**src/rtl/ro_puf_vote.sv**
```systemverilog
// Ring-oscillator PUF: counts edges per ring over a window, compares ring pairs, majority-votes VOTES runs.
// Ready rises VOTES*(1+WINDOW+RESP_W)+1 cycles after an accepted start; start is ignored while busy or en low.
module ro_puf_vote #(
  parameter int NUM_RO  = 16,
  parameter int CHALL_W = 8,
  parameter int RESP_W  = 8,
  parameter int CNT_W   = 16,
  parameter int WINDOW  = 1024,
  parameter int VOTES   = 3
) (
  input  logic               clk,
  input  logic               rst,
  input  logic               en,
  input  logic               start,
  input  logic [CHALL_W-1:0] chall_in,
  input  logic [NUM_RO-1:0]  ro_in,
  output logic [RESP_W-1:0]  response,
  output logic               ready,
  output logic               busy,
  output logic               unstable
);

  localparam int IDX_W  = $clog2(NUM_RO);
  localparam int HALF   = CHALL_W / 2;
  localparam int WIN_W  = $clog2(WINDOW + 1);
  localparam int BIT_W  = (RESP_W > 1) ? $clog2(RESP_W) : 1;
  localparam int VOTE_W = $clog2(VOTES + 1);

  typedef enum logic [2:0] {IDLE, CLEAR, COUNT, COMPARE, DONE} state_t;

  state_t              r_state;
  state_t              w_next;

  logic [NUM_RO-1:0]   r_sync1;
  logic [NUM_RO-1:0]   r_sync2;
  logic [NUM_RO-1:0]   r_prev;
  logic [CNT_W-1:0]    r_cnt [NUM_RO];
  logic [WIN_W-1:0]    r_win;
  logic [BIT_W-1:0]    r_bit;
  logic [VOTE_W-1:0]   r_votes;
  logic [VOTE_W-1:0]   r_ones [RESP_W];
  logic [CHALL_W-1:0]  r_chall;
  logic [RESP_W-1:0]   r_resp;
  logic                r_ready;
  logic                r_busy;
  logic                r_unst;

  logic [NUM_RO-1:0]   w_edge;
  logic [IDX_W-1:0]    w_a;
  logic [IDX_W-1:0]    w_b;
  logic                w_vote;
  logic                w_accept;
  logic                w_last_bit;
  logic                w_more_votes;
  logic                w_finalize;
  logic [RESP_W-1:0]   w_resp_fin;
  logic                w_unst_fin;

  assign w_edge       = r_sync2 & ~r_prev;
  assign w_accept     = en && start && !r_busy && (r_state == IDLE || r_state == DONE);
  assign w_last_bit   = (32'(r_bit) == 32'(RESP_W - 1));
  assign w_more_votes = (32'(r_votes) + 32'd1) < 32'(VOTES);
  // Response is published one cycle after DONE is entered, once the last vote has landed.
  assign w_finalize   = (r_state == DONE) && r_busy;

  // Offset of B from A is 1..NUM_RO-1, so the pair never collapses onto one ring.
  assign w_a = IDX_W'((32'(r_chall[HALF-1:0]) + 32'(r_bit) * 32'd2) % 32'(NUM_RO));
  assign w_b = IDX_W'((32'(w_a) + 32'd1 + 32'(r_chall[CHALL_W-1:HALF]) % 32'(NUM_RO - 1))
                      % 32'(NUM_RO));
  assign w_vote = r_cnt[w_a] > r_cnt[w_b];

  always_ff @(posedge clk) begin
    if (rst) begin
      r_state <= IDLE;
    end else begin
      r_state <= w_next;
    end
  end

  always_comb begin
    w_next = r_state;
    case (r_state)
      IDLE:    if (w_accept) w_next = CLEAR;
      CLEAR:   if (en) w_next = COUNT;
      COUNT:   if (en && r_win == WIN_W'(WINDOW - 1)) w_next = COMPARE;
      COMPARE: if (en && w_last_bit) w_next = w_more_votes ? CLEAR : DONE;
      DONE:    if (w_accept) w_next = CLEAR;
      default: w_next = IDLE;
    endcase
  end

  always_comb begin
    w_resp_fin = '0;
    w_unst_fin = 1'b0;
    for (int k = 0; k < RESP_W; k++) begin
      w_resp_fin[k] = 32'(r_ones[k]) > 32'(VOTES / 2);
      if (r_ones[k] != '0 && 32'(r_ones[k]) != 32'(VOTES)) w_unst_fin = 1'b1;
    end
  end

  always_ff @(posedge clk) begin
    if (rst) begin
      r_sync1 <= '0;
      r_sync2 <= '0;
      r_prev  <= '0;
      r_win   <= '0;
      r_bit   <= '0;
      r_votes <= '0;
      r_chall <= '0;
      r_resp  <= '0;
      r_ready <= 1'b0;
      r_busy  <= 1'b0;
      r_unst  <= 1'b0;
      for (int i = 0; i < NUM_RO; i++) r_cnt[i] <= '0;
      for (int k = 0; k < RESP_W; k++) r_ones[k] <= '0;
    end else begin
      r_sync1 <= ro_in;
      r_sync2 <= r_sync1;
      r_prev  <= r_sync2;

      if (w_accept) begin
        r_chall <= chall_in;
        r_votes <= '0;
        r_resp  <= '0;
        r_unst  <= 1'b0;
        r_ready <= 1'b0;
        r_busy  <= 1'b1;
        for (int k = 0; k < RESP_W; k++) r_ones[k] <= '0;
      end

      // en low freezes the whole evaluation, not just the ring counters.
      if (en) begin
        case (r_state)
          CLEAR: begin
            for (int i = 0; i < NUM_RO; i++) r_cnt[i] <= '0;
            r_win <= '0;
            r_bit <= '0;
          end
          COUNT: begin
            for (int i = 0; i < NUM_RO; i++) begin
              if (w_edge[i] && r_cnt[i] != '1) r_cnt[i] <= r_cnt[i] + 1'b1;
            end
            r_win <= r_win + 1'b1;
          end
          COMPARE: begin
            r_ones[r_bit] <= r_ones[r_bit] + VOTE_W'(w_vote);
            if (w_last_bit) begin
              r_bit   <= '0;
              r_votes <= r_votes + 1'b1;
            end else begin
              r_bit <= r_bit + 1'b1;
            end
          end
          default: ;
        endcase
      end

      if (w_finalize) begin
        r_resp  <= w_resp_fin;
        r_unst  <= w_unst_fin;
        r_ready <= 1'b1;
        r_busy  <= 1'b0;
      end
    end
  end

  assign response = r_resp;
  assign ready    = r_ready;
  assign busy     = r_busy;
  assign unstable = r_unst;

endmodule

```
**config.mk**
```make
export PLATFORM = sky130hd
export DESIGN_NAME = ro_puf_vote
export DESIGN_NICKNAME = d
export VERILOG_FILES = /design/src/rtl/ro_puf_vote.sv
export SDC_FILE = /design/constraint.sdc
export NUM_CORES = 1
export LEC_CHECK = 0
export CORE_ASPECT_RATIO = 0.5
export CORE_MARGIN = 4
export CORE_UTILIZATION = 55
export DETAILED_ROUTE_END_ITERATION = 16
export PLACE_DENSITY_LB_ADDON = 0.08
export SETUP_SLACK_MARGIN = 0.5
export SYNTH_ARGS = -nofsm -noshare
export SYNTH_HDL_FRONTEND = slang
export SYNTH_SLANG_ARGS = --single-unit
```
**constraint.sdc**
```tcl
create_clock -name clk -period 7.05 [get_ports clk]
set_input_delay 1.41 -clock clk [delete_from_list [all_inputs] [get_ports clk]]
set_output_delay 1.41 -clock clk [all_outputs]
set_load 0.05 [all_outputs]
```
---- Yosys cells after proc, flatten, opt, wreduce, memory -nomap -nowiden ----
Memory sizes are Yosys's and may differ from the RTL's. A register that Yosys moved wholly into a read port is not among the register bits.
Cells that the tools add are included.
storage, ports and cells
  register bits ........................... 86
  memories ................................ 2
  bits in writable memories ............... 272
  input bits .............................. 28
  logic and storage cells ................. 339
operators by class
  eq/ne operators ......................... 34
  reduce and logical (&&, ||, !) cells .... 50
  bitwise gates (word level) .............. 42
  $lt $le $gt $ge ......................... 10
  $add $sub $neg .......................... 24
  muxes and demuxes ....................... 164
  divide/modulo/power cells ............... 1
memories
  name    depth  width  read ports  clocked after memory_dff  write ports  RTL line  RTL
  r_cnt   16     16     18          0                         16           37        logic [CNT_W-1:0] r_cnt [NUM_RO];
  r_ones  8      2      9           1                         8            41        logic [VOTE_W-1:0] r_ones [RESP_W];
operators with widths
  kind                   number
  $mux 16                32
  $add 16x1->16 const B  16
  $ne 16x16->1 const B   16
  $mux 1                 105
  $or 1x1->1             40
  $mod 4x4->32 const B   1
  $logic_and 1x1->1      30
  $mux 3                 9
  $mux 2                 13
  $ne 2x2->1 const B     11
  $pmux 11 s2            1
  $reduce_bool 2->1      11
  $and 16x16->16         1
  $gt 16x16->1           1
  $gt 2x1->1 const B     8
  $mux 8                 2
  $not 16->16            1
  $pmux 3 s4             1
  $add 11x1->11 const B  1
  $eq 11x10->1 const B   1
  $add 4x4->4            2
  $eq 3x2->1 const B     2
  $eq 3x3->1 const B     2
  $pmux 3 s2             1
  14 further kinds       17

---- Longest topological paths before layout ----
Gate-level depths: netlist of run 1.
  depth in word-level cells ............... 11
  gate-level depth with buffers ........... 21

---- Worst setup path before layout of run 1 ----
OpenSTA, ideal clock, no wires.
  path kind ............................... reg2reg
  start ................................... reg r_bit[0]
  end ..................................... mem r_ones[0][1] (netlist name), data pin
  setup slack ............................. 1923 ps
  arrival time ............................ 4856 ps
  cell stages (with the launch flop) ...... 22
  cells stage by stage .................... dfxtp_1 -> ha_1 -> buf_4 -> buf_4 -> clkinv_1 -> buf_2 -> fa_1 -> clkbuf_1 -> clkbuf_1 -> mux4_2 -> nand2_1 -> nand2_1 -> o21ai_0 -> ha_1 -> a21o_1 -> a21oi_1 -> nor2b_1 -> o31ai_1 -> a21oi_1 -> ha_1 -> xor2_1 -> nor2_1
RTL lines
  what                    RTL line  RTL
  from (decl)             39        logic [BIT_W-1:0] r_bit;
  from (signal assigned)  151       r_bit <= r_bit + 1'b1;
  to (decl)               41

==> results of run 1 <==
kinds of logic (layout without fill, tap and decap cells):
| kind of cell | after synthesis | in the layout | synth area share [%] |
|---|---|---|---|
| and+or+nand+nor | 995 | 995 | 21.31 |
| AOI/OAI and AO/OA | 145 | 145 | 4.428 |
| DFF | 361 | 361 | 44.81 |
| buffers and inverters | 146 | 169 | 3.064 |
| adders and majority gates | 53 | 53 | 3.104 |
| muxes | 135 | 135 | 13.76 |
| xor gates and xnor gates | 235 | 235 | 9.525 |
cell usage in the layout (no fill, tap or decap), drive strengths merged, types with 26 or more instances in the layout:
cell	instances
a21oi	32
and3	31
clkbuf	55
clkdlybuf4s50	37
dfxtp	105
edfxtp	256
ha	51
inv	50
mux4	132
nand2	252
nand3	126
nand4	53
nor2	349
nor2b	56
nor3	26
o21ai	35
xnor2	111
xor2	123
report_power, final:
group	total, mW	switching (mW)	internal [mW]
sequential	2.91	0.388	2.52
clock	2.01	0.858	1.15
combinational	1.46	0.812	0.648
path summary, 6_finish.rpt:
path / endpoint / slack, ns / startpoint
hold reg to reg: r_sync2[10] / 0.43 / r_sync1[10]
hold / removal: r_sync2[10] / 0.43 / r_sync1[10]
setup reg to reg: r_ones[2][1] / 1.09 / r_bit[1]
setup / recovery: r_ones[2][1] / 1.09 / r_bit[1]
metal layers:
metal  wire length [µm]  track usage (%)  vias to the layer above
li1                   -                -                     7457
met1              25360            39.90                     8039
met2              24750            39.96                      772
met3               7557            8.837                       85
met4               1373            6.529                        0
met5                  0                0                        -
critical path, delay by kind of cell, from the launching register on:
kind / cells / cell delay, ns
xor+xnor: 2 / 1.65
flops: 1 / 0.46
compound gates: 7 / 1.31
simple gates: 2 / 0.21
buf+inv: 3 / 0.39
fa+ha+maj: 4 / 1.65
flip-flops by register name (all words and copies together) (netlist names), 2 cells and up, named ones only:
signal	count
r_cnt	256
r_ones	16
r_prev	16
r_sync1	16
r_sync2	16
r_win	11
r_chall	8
response	8
r_bit	3
r_state	3
r_votes	2
through the flow:
stage | area [µm²] | hold slack, ns | utilization, %
after floorplan | 21840 | 0.4109 | -
after global placement | 22590 | 0.4215 | 57.86
after detailed placement | 22590 | 0.4227 | 57.86
after CTS | 23810 | 0.4365 | 60.97
after global routing | 23810 | 0.4535 | 60.97
final | 23810 | 0.4349 | 60.97
area by class of cell:
class                   count  area [µm²]
clock buffers              55        1095
flip-flops and latches    361        9793
inverters                  48       180.2
clock inverters            11       122.6
well taps                 530       663.1
multi-input cells        1563       11440
fillers                  3303       15240
repair buffers             55       518.0
==> results.yml, run 1 <==
route:
  wl_per_cell_um: 22.51
  firstDrtPassIters: 6
  drt_iter0_drc: 1972
  vias: 16350
  route.antenna.remaining_nets: 0
  viasPerCell: 6.234
  drc: 0
  wirelength_mm: 59.03
floorplanning:
  ioPinCount: 39
  die_x_um: 289.8
  core-area_mm2: 0.03905
  start_util_pct: 55.94
  placementRows: 51
  die-area_mm2: 0.04316
  dieHeight_um: 148.9
timing:
  max_freq_mhz: 167.7
  slew_headroom_pct: 25.31
  worst_slew_pin_slew_ns: 1.119
  rsz0062_at_grt: "no"
  finalHoldViolCount: 0
  setup_tns_ns: 0
  fin_worst_skew_ns: 0.02608
  fin_ws_ns: 1.089
  period_needed_ns: 5.961
  setup-violations-final: 0
  fin_crit_sh_pct: 84.56
  drv_slew: 0
synth:
  synth_top_flop_cell: "edfxtp_1"
  synth_cell_types: 64
  syn_area_per_cell_um2: 10.55
  ys_seq_area_share_pct: 44.81
  yosys_warnings: 0
  synth_top_area_cell: "edfxtp_1"
  synth_edf_count: 256
  synth-seq-cells: 361
  syn_inst: 2070
  synth.area.top_cells: "edfxtp_1 35%, mux4_2 14%, dfxtp_1 9.6%"
  synth_nets: 2151
  yosys.area.top_type_share_pct: 35.19
  async_flop_share_pct: 0
  syn_area_mm2: 0.02184
  synth_most_common_cell: "nor2_1"
  yosys-top-cells-count: "348 x nor2_1, 256 x edfxtp_1, 252 x nand2_1"
final_layout:
  syn2layout_area_growth_pct: 9.004
  final-instance-count-excl-fill: 2623
  final_layout_size_suffix_gt1_share_pct: 11.56
  fin_nets: 2146
  insertedDiodeCount: 0
clock_network:
  cts_max_path_buffers: 3
  cts_htree_levels: 2
  clock_latency_ns: 0.56
  cts_inserted_buffers: 36
  ctsHoldBuffers: 0
  post_cts_resized: 0
  clock_sinks: 361
  path_clk_slew_ns: 0.06
  cts_tree: "done"
  post_cts_buffers: 0
  root_buffer: "clkbuf_16"
placement:
  gp_congestion: 0.9660
  place_ws_ns: 1.216
  dp_hpwl_mm: 43.31
  dp.cells: 2557
  port_buffers: 38
global_route:
  grt_max_degree: 76
  grt_pass1_vias: 15290
  grt_overflow_total: 0
  grt_pass1_wl_mm: 91.27
  grt_use_total_pct: 27.35
  antenna_found_initial: 0
worst_setup_path:
  crit_arrival_ns: 6.22
  required_ns: 7.31
  r2r_cells: 18
  critical_path.max_stage_delay_ns: 1.11
  endpoint_kind: "flip-flop"
  critPathKind: "flip-flop to flip-flop"
  path_max_fanout: 32
  path_cells: "inv_1 -> fa_2 -> inv_1 -> buf_4 -> ha_1 -> a21oi_1 -> o21ai_0 -> xor3_1 -> o21ai_0 -> ha_1 -> nor2b_1 -> o211ai_1 -> a21oi_1 -> o31ai_1 -> a21oi_1 -> ha_1 -> xor2_1 -> nor2_1"
  critPathSlowestCell: "xor3_1"
  start_kind: "flip-flop"
hold_path:
  hp-class: "flip-flop to flip-flop"
  holdPathStages: 1
power:
  design_power_total_mw: 6.382
  power_density_mw_per_mm2: 268.0
  power.leakage_nw: 7.980
  irDropWorstVdd_uv: 208.3
status:
  status: "finished, final reports clean"
job:
  cap_violations: 0
Power figures use the tool's default switching activity.
==> inputs of run 2 (changes only) <==
==> constraint.sdc (replaced) <==
create_clock -name clk -period 5.4 [get_ports clk]
set_input_delay 1.08 -clock clk [delete_from_list [all_inputs] [get_ports clk]]
set_output_delay 1.08 -clock clk [all_outputs]
set_load 0.05 [all_outputs]
==> run 2 against run 1 <==
Net effect:
- cell area grew 0.58%
- worst hold slack better by 0.0017 ns
- die area unchanged
- clock skew fell by 0.0069 ns
- final cell count up 0.46%
- fmax rose by 27%
- sequential power rose by 30%
- setup slack lost 0.38 ns
- count of clock-buffer cells in the layout shrank 14
- via count rose by 0.34%
- utilization rose by 0.35 points
- highest routed layer unchanged
==> results.yml, run 2 (synthesis gave the netlist of run 1 again) <==
worst_setup_path:
  path_cells: "ha_1 -> nand3_1 -> xor2_1 -> ha_4 -> fa_2 -> buf_4 -> buf_6 -> mux4_2 -> nand2_1 -> nand2_1 -> o21ai_0 -> ha_1 -> a21o_1 -> nand3_1 -> a21oi_1 -> a211oi_2 -> a21oi_2 -> ha_2 -> xor2_4 -> nor2_1"
  r2r_cells: 20
  crit_buf_inv: 2
  r2r_slack_ns: 0.71
  critPathKind: "flip-flop to flip-flop"
  endpoint_kind: "flip-flop"
  path_delay_family: "adder cells"
  worstReg2RegStart: "r_chall[4]"
  path_max_fanout: 16
  r2r_end: "r_ones[0][1]"
  start_kind: "flip-flop"
  required_ns: 5.68
  crit_arrival_ns: 4.97
  critPathSlowestCell: "fa_2"
  critical_path.max_stage_delay_ns: 0.60
timing:
  setup_tns_ns: 0
  worst_slew_pin_slew_ns: 1.064
  period_needed_ns: 4.690
  max_freq_mhz: 213.2
  rsz0062_at_grt: "no"
  fin_worst_skew_ns: 0.01916
  setup-violations-final: 0
  finalHoldViolCount: 0
  drv_slew: 0
  slew_headroom_pct: 29.05
  fin_crit_sh_pct: 86.85
route:
  drt-met1-wl_mm: 25.91
  drt_iter0_drc: 1787
  met2_length_mm: 25.23
  vias: 16410
  route.antenna.remaining_nets: 0
  highest_layer: "met4"
  firstDrtPassIters: 5
  viasPerCell: 6.227
  met3_length_mm: 7.861
  wl_per_cell_um: 23.07
  wirelength_mm: 60.80
  drc: 0
job:
  cap_violations: 0
status:
  status: "finished, final reports clean"
clock_network:
  cts_inserted_buffers: 35
  clock_sinks: 361
  cts_tree: "done"
  path_clk_slew_ns: 0.07
  cts_htree_levels: 2
  clock_latency_ns: 0.54
  cts_max_path_buffers: 3
  root_buffer: "clkbuf_16"
final_layout:
  insertedDiodeCount: 0
  fillers: 3298
  multi_input_area_mm2: 0.01150
  fin_nets: 2161
  final_common_cell: "nor2_1"
  final_layout_size_suffix_gt1_share_pct: 12.68
  largest_reg_flops: 256
  register_area_mm2: 0.009796
  utilization_pct: 61.33
  most-common-layout-cells: "348 x nor2_1, 256 x edfxtp_1, 252 x nand2_1, 132 x mux4_2, 125 x nand3_1"
  largest-register: "r_cnt"
  syn2layout_area_growth_pct: 9.634
global_route:
  grt_pass1_vias: 14970
  grt_overflow_total: 0
  antenna_found_initial: 0
  grt_pass1_wl_mm: 90.96
  grt_max_degree: 76
  grt_use_total_pct: 27.41
floorplanning:
  dieHeight_um: 148.9
  die_x_um: 289.8
  start_util_pct: 55.94
  ioPinCount: 39
  core-area_mm2: 0.03905
  die-area_mm2: 0.04316
  placementRows: 51
placement:
  port_buffers: 38
  gp_congestion: 0.9623
  dp_hpwl_mm: 44.35
power:
  design_power_total_mw: 8.271
  power_density_mw_per_mm2: 345.3
  power.leakage_nw: 8.021
  irDropWorstVdd_uv: 189.6
hold_path:
  holdPathStages: 1
  worstHoldStart: "r_sync1[8]"
  hp-class: "flip-flop to flip-flop"
  min_to: "r_sync2[8]"
run 2: changes by cell type in the layout (fill, tap and decap cells not counted), sizes merged:
cell / change
clkinv: +9
clkbuf: -12
buf: +14
bufinv: -1
clkinvlp: +2
run 2: worst register-to-register path: stages, from the launching register on:
cell and delay (ns):
dfxtp_1 0.39, ha_1 0.22, nand3_1 0.13, xor2_1 0.19, ha_4 0.18, fa_2 0.60
buf_4 0.20, buf_6 0.26, mux4_2 0.33, nand2_1 0.08, nand2_1 0.10, o21ai_0 0.18
ha_1 0.17, a21o_1 0.11, nand3_1 0.07, a21oi_1 0.17, a211oi_2 0.07, a21oi_2 0.31
ha_2 0.30, xor2_4 0.29, nor2_1 0.09
run 2: worst max path at each step:
| stage | end | start | depth (start not counted) |
|---|---|---|---|
| floorplan | r_ones[0][1] | r_bit[0] | 21 |
| CTS | r_ones[0][1] | r_bit[0] | 20 |
| global route | r_ones[0][1] | r_chall[4] | 19 |
| finish | r_ones[0][1] | r_chall[4] | 20 |
| global placement | r_ones[7][1] | r_bit[0] | 19 |
| detailed placement | r_ones[0][1] | r_bit[1] | 19 |
run 2: layout make-up:
| class | instances | area share [%] |
|---|---|---|
| Inverter | 48 | 0.7680 |
| Tap cell | 530 | 2.769 |
| Clock inverter | 21 | 0.6165 |
| Sequential cell | 361 | 40.90 |
| Timing Repair Buffer | 71 | 3.061 |
| Multi-Input combinational cell | 1563 | 48.01 |
| Clock buffer | 41 | 3.876 |
run 2: per-layer routing:
metal / vias to the layer above / GRT usage (%)
met5: - / 0
met4: 0 / 7.806
met3: 115 / 9.432
met2: 819 / 38.87
met1: 7987 / 40.11
li1: 7488 / -
run 2: what timing repair did:
item,in CTS,in global routing
pin swaps,0,7
endpoints found under the setup margin,8,16
gates resized for setup,2,14
hold endpoints to repair,0,0
hold buffers,0,0
cloned,0,3
buffers inserted,0,5
run 2: stage by stage:
step / hold WS (ns) / instances / instance area, µm² / worst slack [ns]
2_1_floorplan: 0.4109 / 2070 / 21860 / 0.6046
3_3_place_gp: 0.4214 / 2565 / 22690 / 0.5294
3_5_place_dp: 0.4258 / 2565 / 22690 / 0.4111
4_1_cts: 0.4411 / 2627 / 23780 / 0.5093
5_1_grt: 0.4550 / 2635 / 23950 / 0.4999
6_report: 0.4366 / 2635 / 23950 / 0.7098
run 2: power breakdown:
group          internal, mW  switching, mW
clock                  1.29           1.10
sequential             3.29          0.499
combinational         0.932           1.15
total                  5.51           2.76
